==> src/rtl/fetch_stage_pkg.sv <==
// Shared pipeline definitions for the fetch/decode/execute/memory stages:
// default widths, opcode field position and the fetch state encoding.
package fetch_stage_pkg;

  localparam int DEF_PC_W = 12;
  localparam int DEF_IR_W = 16;
  localparam int OPC_HI   = 15;
  localparam int OPC_LO   = 12;
  localparam int OPC_W    = OPC_HI - OPC_LO + 1;
  localparam int CNT_W    = 16;

  typedef enum logic [1:0] {
    S_IDLE = 2'd0,
    S_FILL = 2'd1,
    S_RUN  = 2'd2,
    S_HOLD = 2'd3
  } fetch_state_e;

endpackage

==> src/rtl/fetch_skid.sv <==
// One-entry skid buffer catching the ROM word that returns while decode is stalled.
module fetch_skid
  import fetch_stage_pkg::*;
#(
  parameter int PC_W = DEF_PC_W,
  parameter int IR_W = DEF_IR_W
) (
  input  logic            clk_i,
  input  logic            rst_ni,
  input  logic            load_i,
  input  logic            clr_i,
  input  logic [IR_W-1:0] ir_i,
  input  logic [PC_W-1:0] pc_i,
  output logic            valid_o,
  output logic [IR_W-1:0] ir_o,
  output logic [PC_W-1:0] pc_o
);

  logic            valid_q, valid_d;
  logic [IR_W-1:0] ir_q;
  logic [PC_W-1:0] pc_q;

  always_comb begin
    valid_d = valid_q;
    if (clr_i)       valid_d = 1'b0;
    else if (load_i) valid_d = 1'b1;
  end

  always_ff @(posedge clk_i) begin
    if (!rst_ni) valid_q <= 1'b0;
    else         valid_q <= valid_d;
  end

  // Payload is only meaningful while valid_q is set, so it carries no reset.
  always_ff @(posedge clk_i) begin
    if (load_i) begin
      ir_q <= ir_i;
      pc_q <= pc_i;
    end
  end

  assign valid_o = valid_q;
  assign ir_o    = ir_q;
  assign pc_o    = pc_q;

endmodule

==> src/rtl/fetch_stage.sv <==
// Instruction fetch stage: drives a synchronous ROM, registers the fetched word
// for decode, and handles stall (via a one-entry skid) and redirect.
module fetch_stage
  import fetch_stage_pkg::*;
#(
  parameter int PC_W = DEF_PC_W,
  parameter int IR_W = DEF_IR_W
) (
  input  logic             clk,
  input  logic             reset,
  input  logic             stall,
  input  logic             redirect,
  input  logic [PC_W-1:0]  redirect_pc,
  output logic [PC_W-1:0]  imem_addr,
  input  logic [IR_W-1:0]  imem_data,
  output logic             f_valid,
  output logic [IR_W-1:0]  f_ir,
  output logic [PC_W-1:0]  f_pc,
  output logic [OPC_W-1:0] f_codop,
  output logic [CNT_W-1:0] bubble_cnt
);

  function automatic logic [CNT_W-1:0] sat_inc(input logic [CNT_W-1:0] v);
    return (&v) ? v : v + 1'b1;
  endfunction

  fetch_state_e     state_q, state_d;
  logic [PC_W-1:0]  pc_q, pc_d;
  logic [PC_W-1:0]  req_pc_q, req_pc_d;
  logic             req_valid_q, req_valid_d;
  logic             f_valid_q, f_valid_d;
  logic [IR_W-1:0]  f_ir_q, f_ir_d;
  logic [PC_W-1:0]  f_pc_q, f_pc_d;
  logic [OPC_W-1:0] f_codop_q, f_codop_d;
  logic [CNT_W-1:0] bubble_q, bubble_d;

  logic             issue, take_skid, take_mem, skid_load, skid_clr;
  logic             skid_valid;
  logic [IR_W-1:0]  skid_ir;
  logic [PC_W-1:0]  skid_pc;

  fetch_skid #(
    .PC_W (PC_W),
    .IR_W (IR_W)
  ) u_skid (
    .clk_i   (clk),
    .rst_ni  (reset),
    .load_i  (skid_load),
    .clr_i   (skid_clr),
    .ir_i    (imem_data),
    .pc_i    (req_pc_q),
    .valid_o (skid_valid),
    .ir_o    (skid_ir),
    .pc_o    (skid_pc)
  );

  // FSM: state register
  always_ff @(posedge clk) begin
    if (!reset) state_q <= S_IDLE;
    else        state_q <= state_d;
  end

  // FSM: next state
  always_comb begin
    state_d = state_q;
    if (redirect) begin
      state_d = S_FILL;
    end else begin
      case (state_q)
        S_IDLE:  state_d = S_FILL;
        S_FILL:  if (f_valid_d) state_d = S_RUN;
        S_RUN:   if (stall) state_d = S_HOLD;
        S_HOLD:  if (!stall) state_d = S_RUN;
        default: state_d = S_IDLE;
      endcase
    end
  end

  // FSM: control outputs; redirect overrides stall
  always_comb begin
    issue     = !redirect && !stall;
    take_skid = issue && skid_valid;
    take_mem  = issue && !skid_valid;
    skid_load = !redirect && stall && req_valid_q;
    skid_clr  = redirect || take_skid;
  end

  always_comb begin
    pc_d        = pc_q;
    req_pc_d    = req_pc_q;
    req_valid_d = issue;
    if (redirect) begin
      pc_d = redirect_pc;
    end else if (issue) begin
      pc_d     = pc_q + 1'b1;
      req_pc_d = pc_q;
    end
  end

  always_comb begin
    f_valid_d = f_valid_q;
    f_ir_d    = f_ir_q;
    f_pc_d    = f_pc_q;
    if (redirect) begin
      f_valid_d = 1'b0;
    end else if (take_skid) begin
      f_valid_d = 1'b1;
      f_ir_d    = skid_ir;
      f_pc_d    = skid_pc;
    end else if (take_mem) begin
      f_valid_d = req_valid_q;
      f_ir_d    = imem_data;
      f_pc_d    = req_pc_q;
    end
    f_codop_d = f_ir_d[OPC_HI:OPC_LO];
  end

  // The cycle spent in S_IDLE is the reset cycle itself and is not a bubble.
  always_comb begin
    bubble_d = bubble_q;
    if (!f_valid_q && state_q != S_IDLE) bubble_d = sat_inc(bubble_q);
  end

  // Stage boundary: fetch registers
  always_ff @(posedge clk) begin
    if (!reset) begin
      pc_q        <= '0;
      req_pc_q    <= '0;
      req_valid_q <= 1'b0;
      f_valid_q   <= 1'b0;
      f_ir_q      <= '0;
      f_pc_q      <= '0;
      f_codop_q   <= '0;
      bubble_q    <= '0;
    end else begin
      pc_q        <= pc_d;
      req_pc_q    <= req_pc_d;
      req_valid_q <= req_valid_d;
      f_valid_q   <= f_valid_d;
      f_ir_q      <= f_ir_d;
      f_pc_q      <= f_pc_d;
      f_codop_q   <= f_codop_d;
      bubble_q    <= bubble_d;
    end
  end

  // No read is issued while stalled, so skid and an in-flight read never coexist at release.
  a_no_skid_overflow: assert property (@(posedge clk) disable iff (!reset)
    !(issue && skid_valid && req_valid_q));

  assign imem_addr  = pc_q;
  assign f_valid    = f_valid_q;
  assign f_ir       = f_ir_q;
  assign f_pc       = f_pc_q;
  assign f_codop    = f_codop_q;
  assign bubble_cnt = bubble_q;

endmodule

==> config.mk <==
export PLATFORM = sky130hd
export DESIGN_NAME = fetch_stage
export DESIGN_NICKNAME = d
export VERILOG_FILES = /design/src/rtl/fetch_stage_pkg.sv /design/src/rtl/fetch_skid.sv /design/src/rtl/fetch_stage.sv
export SDC_FILE = /design/constraint.sdc
export NUM_CORES = 1
export LEC_CHECK = 0
export ABC_CLOCK_PERIOD_IN_PS = 2800
export CORE_MARGIN = 1
export CORE_UTILIZATION = 45
export CTS_CLUSTER_DIAMETER = 120
export DETAILED_ROUTE_END_ITERATION = 10
export PLACE_DENSITY = 0.79
export SLEW_MARGIN = 10
export SYNTH_ARGS = -nofsm -noshare
export SYNTH_HDL_FRONTEND = slang
export SYNTH_HIERARCHICAL = 1
export SYNTH_SLANG_ARGS = --single-unit
==> constraint.sdc <==
create_clock -name clk -period 2.8 [get_ports clk]
set_clock_uncertainty 0.15 [all_clocks]
set_input_delay 0.42 -clock clk [delete_from_list [all_inputs] [get_ports clk]]
set_output_delay 0.42 -clock clk [all_outputs]
set_load 0.05 [all_outputs]
Yosys cells after proc, flatten, opt, wreduce, memory -nomap -nowiden
Index checks and enable logic that the tools add are counted.
{ "totals": {"reg_bits": 101, "wordCells": 64} }
{ "classes": {"addsub": 2, "n_reduce_logical": 23, "bitwise_logic": 3, "mux": 14, "n_eq_ne": 9} }
{ "op_table": {"columns": ["operator", "n"], "rows": [
  ["$mux W12", 4],
  ["$mux W16", 2],
  ["$add A16 B1 Y16 const B", 1],
  ["$reduce_and A16 Y1", 1],
  ["$add A12 B1 Y12 const B", 1],
  ["$ne A3 B3 Y1 const B", 3],
  ["$pmux W2 S4", 1],
  ["$logic_and A1 B1 Y1", 6],
  ["$mux W2", 3],
  ["$ne A2 B2 Y1 const B", 3],
  ["$reduce_and A2 Y1", 3],
  ["$reduce_and A3 Y1", 2],
  ["$reduce_bool A2 Y1", 3],
  ["$eq A2 B2 Y1 const B", 2],
  ["$logic_not A1 Y1", 4],
  ["$mux W1", 4],
  ["$reduce_or A2 Y1", 2],
  ["$not A1 Y1", 3],
  ["$eq A2 B1 Y1 const B", 1],
  ["$logic_not A2 Y1", 1],
  ["$logic_or A1 B1 Y1", 1]
]} }

Depth between registers and ports, before layout
Gate-level depths: netlist (run 1).
{ "logic_depth": {"ltp_word": 9, "ltp_mapped": 6, "depth_no_buf": 5} }

By module
The synthesis (run 1) kept the hierarchy.
{ "by_module_without_submodules": {"columns": ["module", "seq_area_each_um2", "instances", "cells_each", "area_each_um2"], "rows": [
  ["fetch_stage", 1441.4, 1, 371, 3255.6],
  ["fetch_skid", 860.8, 1, 31, 877.1]
]} }

Worst setup path after synthesis (run 1)
Ideal clock, no wire load.
{ "synth_timing": {"kind": "reg-to-reg", "start": "register bubble_q[5] (netlist: bubble_cnt[5])", "end": "register bubble_q[15] (netlist: bubble_cnt[15])", "period_less_slack_ps": 2298, "required_time_ps": 2580, "arrival_time_ps": 2078, "setup_time_ps": 70, "path_buffers": 1, "path_stages_with_launch": 6, "slack_ps": 502, "path_cell_list": "dfxtp_1 nand4_4 or4b_1 buf_2 or4_1 a21oi_1"} }
{ "synth_via": {"elab_chain_len": 3} }
{ "synth_lines": {"columns": ["element", "line_no", "rtl"], "rows": [
  ["from (decl)", "fetch_stage.sv:35", "logic [CNT_W-1:0] bubble_q, bubble_d;"],
  ["from (signal assigned)", "fetch_stage.sv:143", "bubble_q <= bubble_d;"],
  ["branches (longest 3 deep; another with $add A16 B1 Y16)", null, null]
]} }
Several ways; the timed one is not identified.
A chain may end at the register's enable or synchronous reset.

Final worst setup path (run 1)
{ "layout_timing": {"start": "register bubble_q[9] (netlist: bubble_cnt[9])", "end": "output bubble_cnt[9]"} }
{ "layout_lines": {"columns": ["element", "line_no", "rtl"], "rows": [
  ["to (decl)", "fetch_stage.sv:20", "output logic [CNT_W-1:0] bubble_cnt"]
]} }
No word-level cell between the ends.

==> metrics.csv, run 1 <==
stage,metric,value,unit
timing,setup_tns,0,ns
cts,insertion_delay,0.36,ns
timing,fin_crit_sh,81.6,%
worst_setup_path,worstPathRequired,2.23,ns
cts,cts_resized,0,
synthesis,synth_edf_count,28,
power_and_ir_drop,power,2.83,mW
synthesis,synth-simple-area-share,15.7,%
synthesis,ys_seq_area_share,55.7,%
timing,rsz0062_at_grt,false,
run,maxCapViolCount,0,
cts,post_cts_buffers,0,
worst_setup_path,critPathArrivalTime,1.71,ns
synthesis,syn-cell-area,4130,um2
drt,drc_errors,14,
power_and_ir_drop,ir_drop,0.251,mV
synthesis,synth.top_cell.area_share,35.4,%
cts,cts.sinks,101,
timing,worstMarginPinSlew,0.743,ns
worst_setup_path,crit_chain,clkdlybuf4s50_1,
drt,drt_iter0_drc,157,
global_route,antenna_found_initial,0,
synthesis,synth_nets,436,
timing,worst_slack,0.516,ns
drt,via_count,3234,
drt,finalWirelength,8450,um
worst_setup_path,cp-start-kind,flop,
cts,clk_pin_slew,0.10,ns
cts,cts_hold_buffers,0,
synthesis,synth_fa_ha_area_share,0.606,%
outcome,outcome,"finished, violations left",
power_and_ir_drop,p_int,2.04,mW
layout,num_antenna_cells,0,
worst_setup_path,cp_slowest_stage_delay,0.86,ns
layout,drive_gt1_share,5.34,%
timing,finalMaxSlewViolations,0,
synthesis,yosysMostFrequentCell,dfxtp_1,
global_route,grt_usage,18.5,%
power_and_ir_drop,p_sw_share,27.9,%
worst_setup_path,cp_num_buf_inv,1,
timing,finalCriticalPeriod,2.28,ns
floorplanning,core.rowCount,34,
power_and_ir_drop,powerDensity,533,nW/um2
layout,synthToLayoutAreaGrowth,28.3,%
synthesis,synth_compound_area_share,13.8,%
drt,via_per_inst,5.44,
global_route,grt_pass1_vias,3082,
power_and_ir_drop,switching_power,789,uW
synthesis,synth_cell_types,47,
min_path,hold_path.class,reg -> reg,
synthesis,ys_ff_latch,101,
place,place.gp.congestion,0.786,
synthesis,synth_top_family_by_area,simple AND/OR/NAND/NOR gates,
timing,setup_viol,0,
synthesis,async_flop_share,0,%
cts,cts_tree,done,
floorplanning,initial_core_util,46.9,%
global_route,grt_max_degree,70,
place,dp_hpwl,5670,um
place,portBuffers,92,
synthesis,yosys_warnings,6,
synthesis,synthMuxAreaShare,8.48,%
cts,numCtsBuffers,9,
power_and_ir_drop,pwr-share-seq,56.3,%
worst_setup_path,crit_type,reg -> out,
synthesis,ys.flop_type,dfxtp_1,
floorplanning,core,8810,um2
cts,clockBufferDepth,2,
floorplanning,dieArea,9570,um2
cts,cts.htree.levels,3,
worst_setup_path,critPathSlowestCell,clkdlybuf4s50_1,
cts,root_buffer,clkbuf_8,
global_route,grt-ovfl-total,0,
timing,slew-limit-headroom,50.1,%
synthesis,synth-xor-area-share,1.91,%
power_and_ir_drop,p_clk_share,28.0,%
floorplanning,die-height,97.8,um
timing,fmax,438,MHz
place,post-place-ws,0.438,ns
floorplanning,top_level_ports,93,
power_and_ir_drop,p_comb_share,15.6,%
timing,finalHoldViolations,0,
synthesis,synthCells,402,
global_route,grt_pass1_wl,14500,um
drt,ant_nets,0,
synthesis,yosys.area.top_type,dfxtp_1,
synthesis,syn_avg_cell_area,10.3,um2
outcome,violations,design-rule violations,
layout,nNetsFinal,516,
synthesis,ys_top_cells_by_area,"dfxtp_1, edfxtp_1, mux2i_1, a211oi_1, nor2_1",
floorplanning,die_x,97.8,um
worst_setup_path,end_kind,output pin,
synthesis,synth_commonest_cells,"dfxtp_1, nor2_1, mux2i_1",
worst_setup_path,crit_fanout,9,
drt,post_drt_wl_per_cell,14.2,um
worst_setup_path,critical-path-top-delay-family,buffers and inverters,
drt,firstDrtPassIters,7,
power_and_ir_drop,power.leakage,1.70,nW
-- stage by stage --
step                hold slack [ns]  utilization, %  cell area, um2  std cells
finish                        0.313            60.2            5300        595
global route                  0.329            60.2            5300        595
CTS                           0.315            60.2            5300        595
detailed placement            0.300            58.4            5140        579
global placement              0.295            58.4            5140        579
floorplan                     0.279               -            4130        402
-- cell families after synthesis --
logic type,after synthesis
AOI/OAI and AO/OA,88
muxes,35
xor gates and xnor gates,9
buffers and inverters,38
DFF,101
adders and majority gates,2
and+or+nand+nor,129
-- routing by layer --
layer	share of wire (%)	track usage, %	vias to the layer above
met5	0	0	-
met4	1.4	6.64	0
met3	5.0	3.01	10
met2	44	30.0	87
met1	49	25.1	1508
li1	-	-	1629
-- placed cells by master, fill, tap and decap left out, drive strengths merged, types with 9 or more instances in the layout --
| master | n |
|---|---|
| nand2 | 34 |
| a211oi | 28 |
| edfxtp | 28 |
| clkbuf | 11 |
| a21oi | 31 |
| inv | 9 |
| o21ai | 11 |
| nor2 | 43 |
| mux2i | 35 |
| clkdlybuf4s50 | 92 |
| dfxtp | 73 |
-- power groups by stage --
stage / clock network [mW] / logic, mW / registers [mW]
4_1_cts: 0.824 / 0.445 / 1.59
5_1_grt: 0.870 / 0.470 / 1.60
3_3_place_gp: 0 / 0.437 / 1.62
2_1_floorplan: 0 / 0.144 / 1.76
6_report: 0.792 / 0.442 / 1.59
3_5_place_dp: 0 / 0.444 / 1.63
-- worst paths after layout --
kind	startpoint	endpoint	slack (ns)	cells after the start
max reg2reg	f_valid	bubble_cnt[15]	0.64	4
max	bubble_cnt[9]	bubble_cnt[9]	0.52	1
min	req_pc_q[4]	u_skid/pc_o[4]	0.31	0
min reg2reg	req_pc_q[4]	u_skid/pc_o[4]	0.31	0
-- cell type report --
class	count	area [um2]
Clock buffer	11	131
Clock inverter	5	27.5
Fill cell	739	3500
Inverter	9	33.8
Multi-Input combinational cell	263	1680
Sequential cell	101	2300
Tap cell	108	135
Timing Repair Buffer	98	991
-- flip-flops by register name (all words and copies together) (netlist names), 2 cells and up --
name	flops
state_q	2
u_skid/pc_o	12
imem_addr	12
u_skid/ir_o	16
f_ir	16
req_pc_q	12
f_pc	12
bubble_cnt	16
No activity file was read; power rests on OpenSTA's default activity.
==> run 2: changes to the inputs <==
Settings changed: ABC_CLOCK_PERIOD_IN_PS 2800 to 1890, PLACE_DENSITY 0.79 to 0.82.
Clock period 2.8 ns to 1.89 ns, I/O delays scaled along.
==> run 2 against run 1 <==
  * The flow still finishes with violations (design-rule violations)
  * Worst setup slack got worse by 0.48 ns
  * Non-clock buffer count grew 25
  * Total power is 55% higher
  * Flip-flop and latch count did not move
  * Design area increased by 3.5%
  * Via count is 2.5% higher
  * Hold slack improved by 0.0060 ns
  * First-iteration DRC count fell by 10%
  * Sequential power is 47% higher
==> metrics.csv, run 2 (synthesis results as in run 1) <==
stage,metric,value,unit,change
floorplanning,core.rowCount,34,,unchanged
drt,via_per_inst,5.35,,-1.7%
cts,insertion_delay,0.36,ns,about the same
outcome,violations,design-rule violations,,
global_route,gr-usage-met3,4.72,%,+1.7 points
cts,root_buffer,clkbuf_8,,
worst_setup_path,crit_fanout,8,,-1
layout,synthToLayoutAreaGrowth,32.8,%,
layout,layout_common_cells,"buf_4, dfxtp_1, nor2_1",,
place,dp.cells,603,,+4.1%
outcome,outcome,"finished, violations left",,
layout,drive_gt1_share,24.2,%,+19 points
power_and_ir_drop,power.leakage,2.02,nW,+18%
timing,worstMarginPinSlew,0.490,ns,-0.252 ns
timing,fmax,538,MHz,
global_route,met2_usage,32.0,%,+2.0 points
drt,post_drt_wl_per_cell,14.2,um,-0.35%
min_path,hold_path.class,reg -> reg,,
global_route,antenna_found_initial,0,,unchanged
layout,nNetsFinal,541,,+4.8%
floorplanning,die-height,97.8,um,unchanged
cts,cts_tree,done,,
worst_setup_path,critPathArrivalTime,2.01,ns,+0.30 ns
drt,finalWirelength,8780,um,+3.8%
floorplanning,core,8810,um2,unchanged
place,post-place-ws,-0.169,ns,-0.607 ns
cts,clk_pin_slew,0.09,ns,about the same
layout,final_area,5490,um2,+3.5%
drt,via_count,3314,,+2.5%
global_route,grt_pass1_wl,14700,um,+1.6%
global_route,met1_usage,24.3,%,-0.84 points
timing,rsz0062_at_grt,true,,
timing,finalHoldViolations,0,,unchanged
floorplanning,dieArea,9570,um2,unchanged
drt,drt_iter0_drc,141,,-10%
timing,worst_slack,0.0320,ns,-0.484 ns
cts,clockBufferDepth,2,,unchanged
timing,hold_slack,0.319,ns,+0.00600 ns
drt,ant_nets,0,,unchanged
global_route,grt_pass1_vias,3096,,+0.45%
power_and_ir_drop,ir_drop,0.581,mV,+130%
timing,finalMaxSlewViolations,0,,unchanged
place,dp_hpwl,6260,um,+10%
drt,drc_errors,18,,+4
drt,firstDrtPassIters,7,,unchanged
timing,fin_crit_sh,98.3,%,
run,maxCapViolCount,0,,unchanged
global_route,grt-ovfl-total,0,,unchanged
worst_setup_path,end_kind,flop,,
worst_setup_path,worstPathRequired,2.04,ns,-0.19 ns
floorplanning,top_level_ports,93,,unchanged
place,post_dp_cell_area,5280,um2,+2.6%
floorplanning,initial_core_util,46.9,%,unchanged
layout,final_common_cell,buf_4,,
global_route,busiest_layer,met2,,
timing,setup_tns,0,ns,unchanged
floorplanning,die_x,97.8,um,unchanged
worst_setup_path,crit_type,reg -> reg,,
timing,slew-limit-headroom,67.4,%,+17 points
layout,instances_no_fill,620,,+4.2%
cts,cts.sinks,101,,unchanged
place,place.gp.congestion,0.849,,+8.0%
power_and_ir_drop,powerDensity,800,nW/um2,+50%
worst_setup_path,cp-start-kind,flop,,
global_route,grt_usage,19.2,%,+0.65 points
global_route,grt_max_degree,38,,-46%
place,portBuffers,92,,unchanged
cts,numCtsBuffers,9,,unchanged
cts,cts.htree.levels,3,,unchanged
timing,finalCriticalPeriod,1.86,ns,
timing,setup_viol,0,,unchanged
layout,num_antenna_cells,0,,unchanged
==> run 2: cell types whose count changed in the layout (fill, tap and decap cells not counted), sizes merged <==
| cell | before | now |
|---|---|---|
| buf | 6 | 82 |
| bufinv | 0 | 1 |
| clkbuf | 11 | 12 |
| clkdlybuf4s50 | 92 | 31 |
| clkinv | 4 | 2 |
| clkinvlp | 1 | 0 |
| dlygate4sd2 | 0 | 10 |
| inv | 9 | 10 |
==> run 2: routing by layer <==
layer / wire [um] / vias to the layer above
li1: - / 1682
met1: 4040 / 1533
met2: 4240 / 95
met3: 434 / 4
met4: 59 / 0
met5: 0 / -
==> run 2: critical path, cell delays in order, from the launching register on <==
cell	delay (ns)
dfxtp_4	0.35
o21bai_1	0.17
or4b_4	0.59
or4_1	0.41
a21oi_1	0.14
==> run 2: repair_timing <==
action	CTS	global route
resized for setup	12	3
setup buffers	0	1
hold buffers	0	0
setup endpoints to repair	12	9
pin swaps	0	1
==> run 2: area by class of cell <==
class	count	area [um2]
inverters	9	33.8
multi-input cells	263	1700
clock inverters	4	55.1
well taps	108	135
flip-flops and latches	101	2350
repair buffers	123	1060
clock buffers	12	145
fillers	738	3320
==> run 2: metrics by stage <==
step                      util (%)  power, mW
after floorplan                  -       2.81
after global placement        59.9       3.06
after detailed placement      59.9       3.07
after CTS                     62.1       4.44
after global routing          62.3       4.57
final                         62.3       4.39
==> run 2: worst paths after layout <==
check                                 start  cells after the start              to  slack [ns]
worst max-delay path                f_valid                      4  bubble_cnt[15]        0.03
worst min-delay path            req_pc_q[0]                      0  u_skid/pc_o[0]        0.32
worst max register to register      f_valid                      4  bubble_cnt[15]        0.03
worst min register to register  req_pc_q[0]                      0  u_skid/pc_o[0]        0.32
==> run 2: where the power goes <==
part | leakage, nW | switching (mW) | total, mW | internal, mW
logic | 1.05 | 0.417 | 0.666 | 0.249
registers | 0.860 | 0.0588 | 2.34 | 2.29
clock network | 0.103 | 0.717 | 1.38 | 0.662
==> RTL edit (settings of run 2) <==
`pc_q` no longer has a reset.
--- a/src/rtl/fetch_stage.sv
+++ b/src/rtl/fetch_stage.sv
@@ -124,7 +124,6 @@
   // Stage boundary: fetch registers
   always_ff @(posedge clk) begin
     if (!reset) begin
-      pc_q        <= '0;
       req_pc_q    <= '0;
       req_valid_q <= 1'b0;
       f_valid_q   <= 1'b0;
@@ -133,7 +132,6 @@
       f_codop_q   <= '0;
       bubble_q    <= '0;
     end else begin
-      pc_q        <= pc_d;
       req_pc_q    <= req_pc_d;
       req_valid_q <= req_valid_d;
       f_valid_q   <= f_valid_d;
@@ -142,6 +140,10 @@
       f_codop_q   <= f_codop_d;
       bubble_q    <= bubble_d;
     end
+  end
+
+  always_ff @(posedge clk) begin
+    pc_q <= pc_d;
   end
 
   // No read is issued while stalled, so skid and an in-flight read never coexist at release.
Behaviour: not the same (Yosys sat finds a counterexample within 4 cycles, from zero or initial values and one cycle with reset low).
==> RTL edit against run 2 <==
The run still ends with DRC left. Synthesized area is 0.91% higher. Routed wire length grew 3.6%. Cell area up 1.8%. Clock power up 13%. Sequential cell count unchanged. Utilization is 0.82 points higher. Critical endpoint is now bubble_cnt[11]. Setup slack worse by 18 ps. First-iteration DRC count shrank 22%. Power up 9.0%.
==> RTL edit: results (changes against run 2) <==
- Hold Crit Start: req_pc_q[8] (was req_pc_q[0])
- Drt pass-1 iters: 10 (was 7)
- DRC Markers: 8 (was 18)
- Synth top area cells: dfxtp_1, edfxtp_1, mux2i_1 (unchanged)
- Commonest cells in the netlist: dfxtp_1, nand2_1, edfxtp_1, nor2_1, mux2i_1 (was dfxtp_1, nor2_1, mux2i_1, nand2_1, a21oi_1)
- Initial drt markers: 110 (was 141)
- Global-route wire length before repair: 14990 um (was 14720 um)
- R2R Setup Slk: 10 ps (was 30 ps)
- Crit path to: bubble_cnt[11] (was bubble_cnt[15])
- DP HPWL: 6277 um (was 6257 um)
- Complex-gate fraction of the synthesized area: 13.14% (was 13.81%)
- Inverters: 7 (was 9)
- Register area share after synthesis: 58.09% (was 55.71%)
- Via density: 5.367 (was 5.345)
- Hold depth: 0 (unchanged)
- Vias in the first global route: 3219 (was 3096)
- Met1 Track Usage GR: 25.51% (was 24.25%)
- Failing checks: DRC (unchanged)
- Met1 wire length: 4277 um (was 4037 um)
- Peak VDD IR: 0.4758 mV (was 0.5811 mV)
- IO buf count: 92 (unchanged)
- Multi-input gate area: 1668 sq um (was 1703 sq um)
- Signal buffers: 120 (was 123)
- CP startpoint: bubble_cnt[0] (was f_valid)
- Fillcell total: 743 (was 738)
- Adder-cell share of the synthesized area: 0.6001% (was 0.6055%)
- Comb_multi_in: 261 (was 263)
- Clock buf count: 9 (was 12)
- Pre-CTS WS: -45.88 ps (was -168.7 ps)
- Final #Nets: 534 (was 541)
- Sw Share: 28.76% (was 27.16%)
- Fraction of layout cells with a size suffix above 1: 26.34% (was 24.22%)
- Logic pwr share: 16.7% (was 15.2%)
- Seq area share: 44.49% (was 42.85%)
- Total length of routed met3 wires: 375 um (was 434 um)
- Outcome: complete, but fails checks (unchanged)
- GR Util met2: 31.42% (was 32.02%)
- Largest net degree at the start of global routing: 46 (was 38)
- Final-layout clock-cell area share: 4.122% (was 3.649%)
- Leak Pwr: 2.002 nW (was 2.018 nW)
- Non-clock buffering overhead: 18.64% (was 19.38%)
- Clk pwr share: 32.7% (was 31.4%)
- EDFF count, synth: 40 (was 28)
- XOR/XNOR Fraction of Synth Area: 2.310% (was 1.907%)
- Routed wl met2: 4249 um (was 4244 um)
- Mux cell area share after synthesis: 7.231% (was 8.477%)
- GR Util met3: 3.364% (was 4.724%)
- FMAX: 0.5331 GHz (was 0.5382 GHz)
- Power Clock: 1.56 mW (was 1.38 mW)
- Hold Path Sink: u_skid/pc_o[8] (was u_skid/pc_o[0])
- Gr usage total: 19.42% (was 19.19%)
- Worst Max-Slew Pin Slew: 496.0 ps (was 490.4 ps)
- Crit path DAT: 2030 ps (was 2010 ps)
- Unique masters post-synth: 40 (was 47)
- Synthesized Nets: 432 (was 436)
- WL per Instance: 14.83 um (was 14.15 um)
RTL edit: changes by cell type in the layout (fill, tap and decap cells not counted), moves of 5 or more:
cell / before / now
edfxtp_1: 28 / 40
dfxtp_1: 54 / 43
nand2_1: 34 / 45
dfxtp_2: 9 / 2
a21oi_1: 31 / 25
dfxtp_4: 10 / 16
mux2i_1: 35 / 29
nor2_1: 42 / 36
o21ai_0: 11 / 16
RTL edit: worst max-delay path, stage by stage, from the launching register on:
cell and delay [ps]:
dfxtp_4 380, nand2_1 80, or4_4 590, or4_1 480, a21oi_1 130
RTL edit: metrics by stage:
step                      hold slack (ps)  instance area, sq um  std cells
final                               318.1                  5585        613
after global routing                335.6                  5585        613
after CTS                           321.7                  5563        612
after detailed placement            300.7                  5345        596
after global placement              290.1                  5345        596
after floorplan                     232.4                  4289        398
RTL edit: what timing repair did:
action	4_1_cts	5_1_grt
endpoints found under the setup margin	10	5
resized for setup	10	4
hold buffers	0	0
pin swaps	0	1
setup buffers	0	1
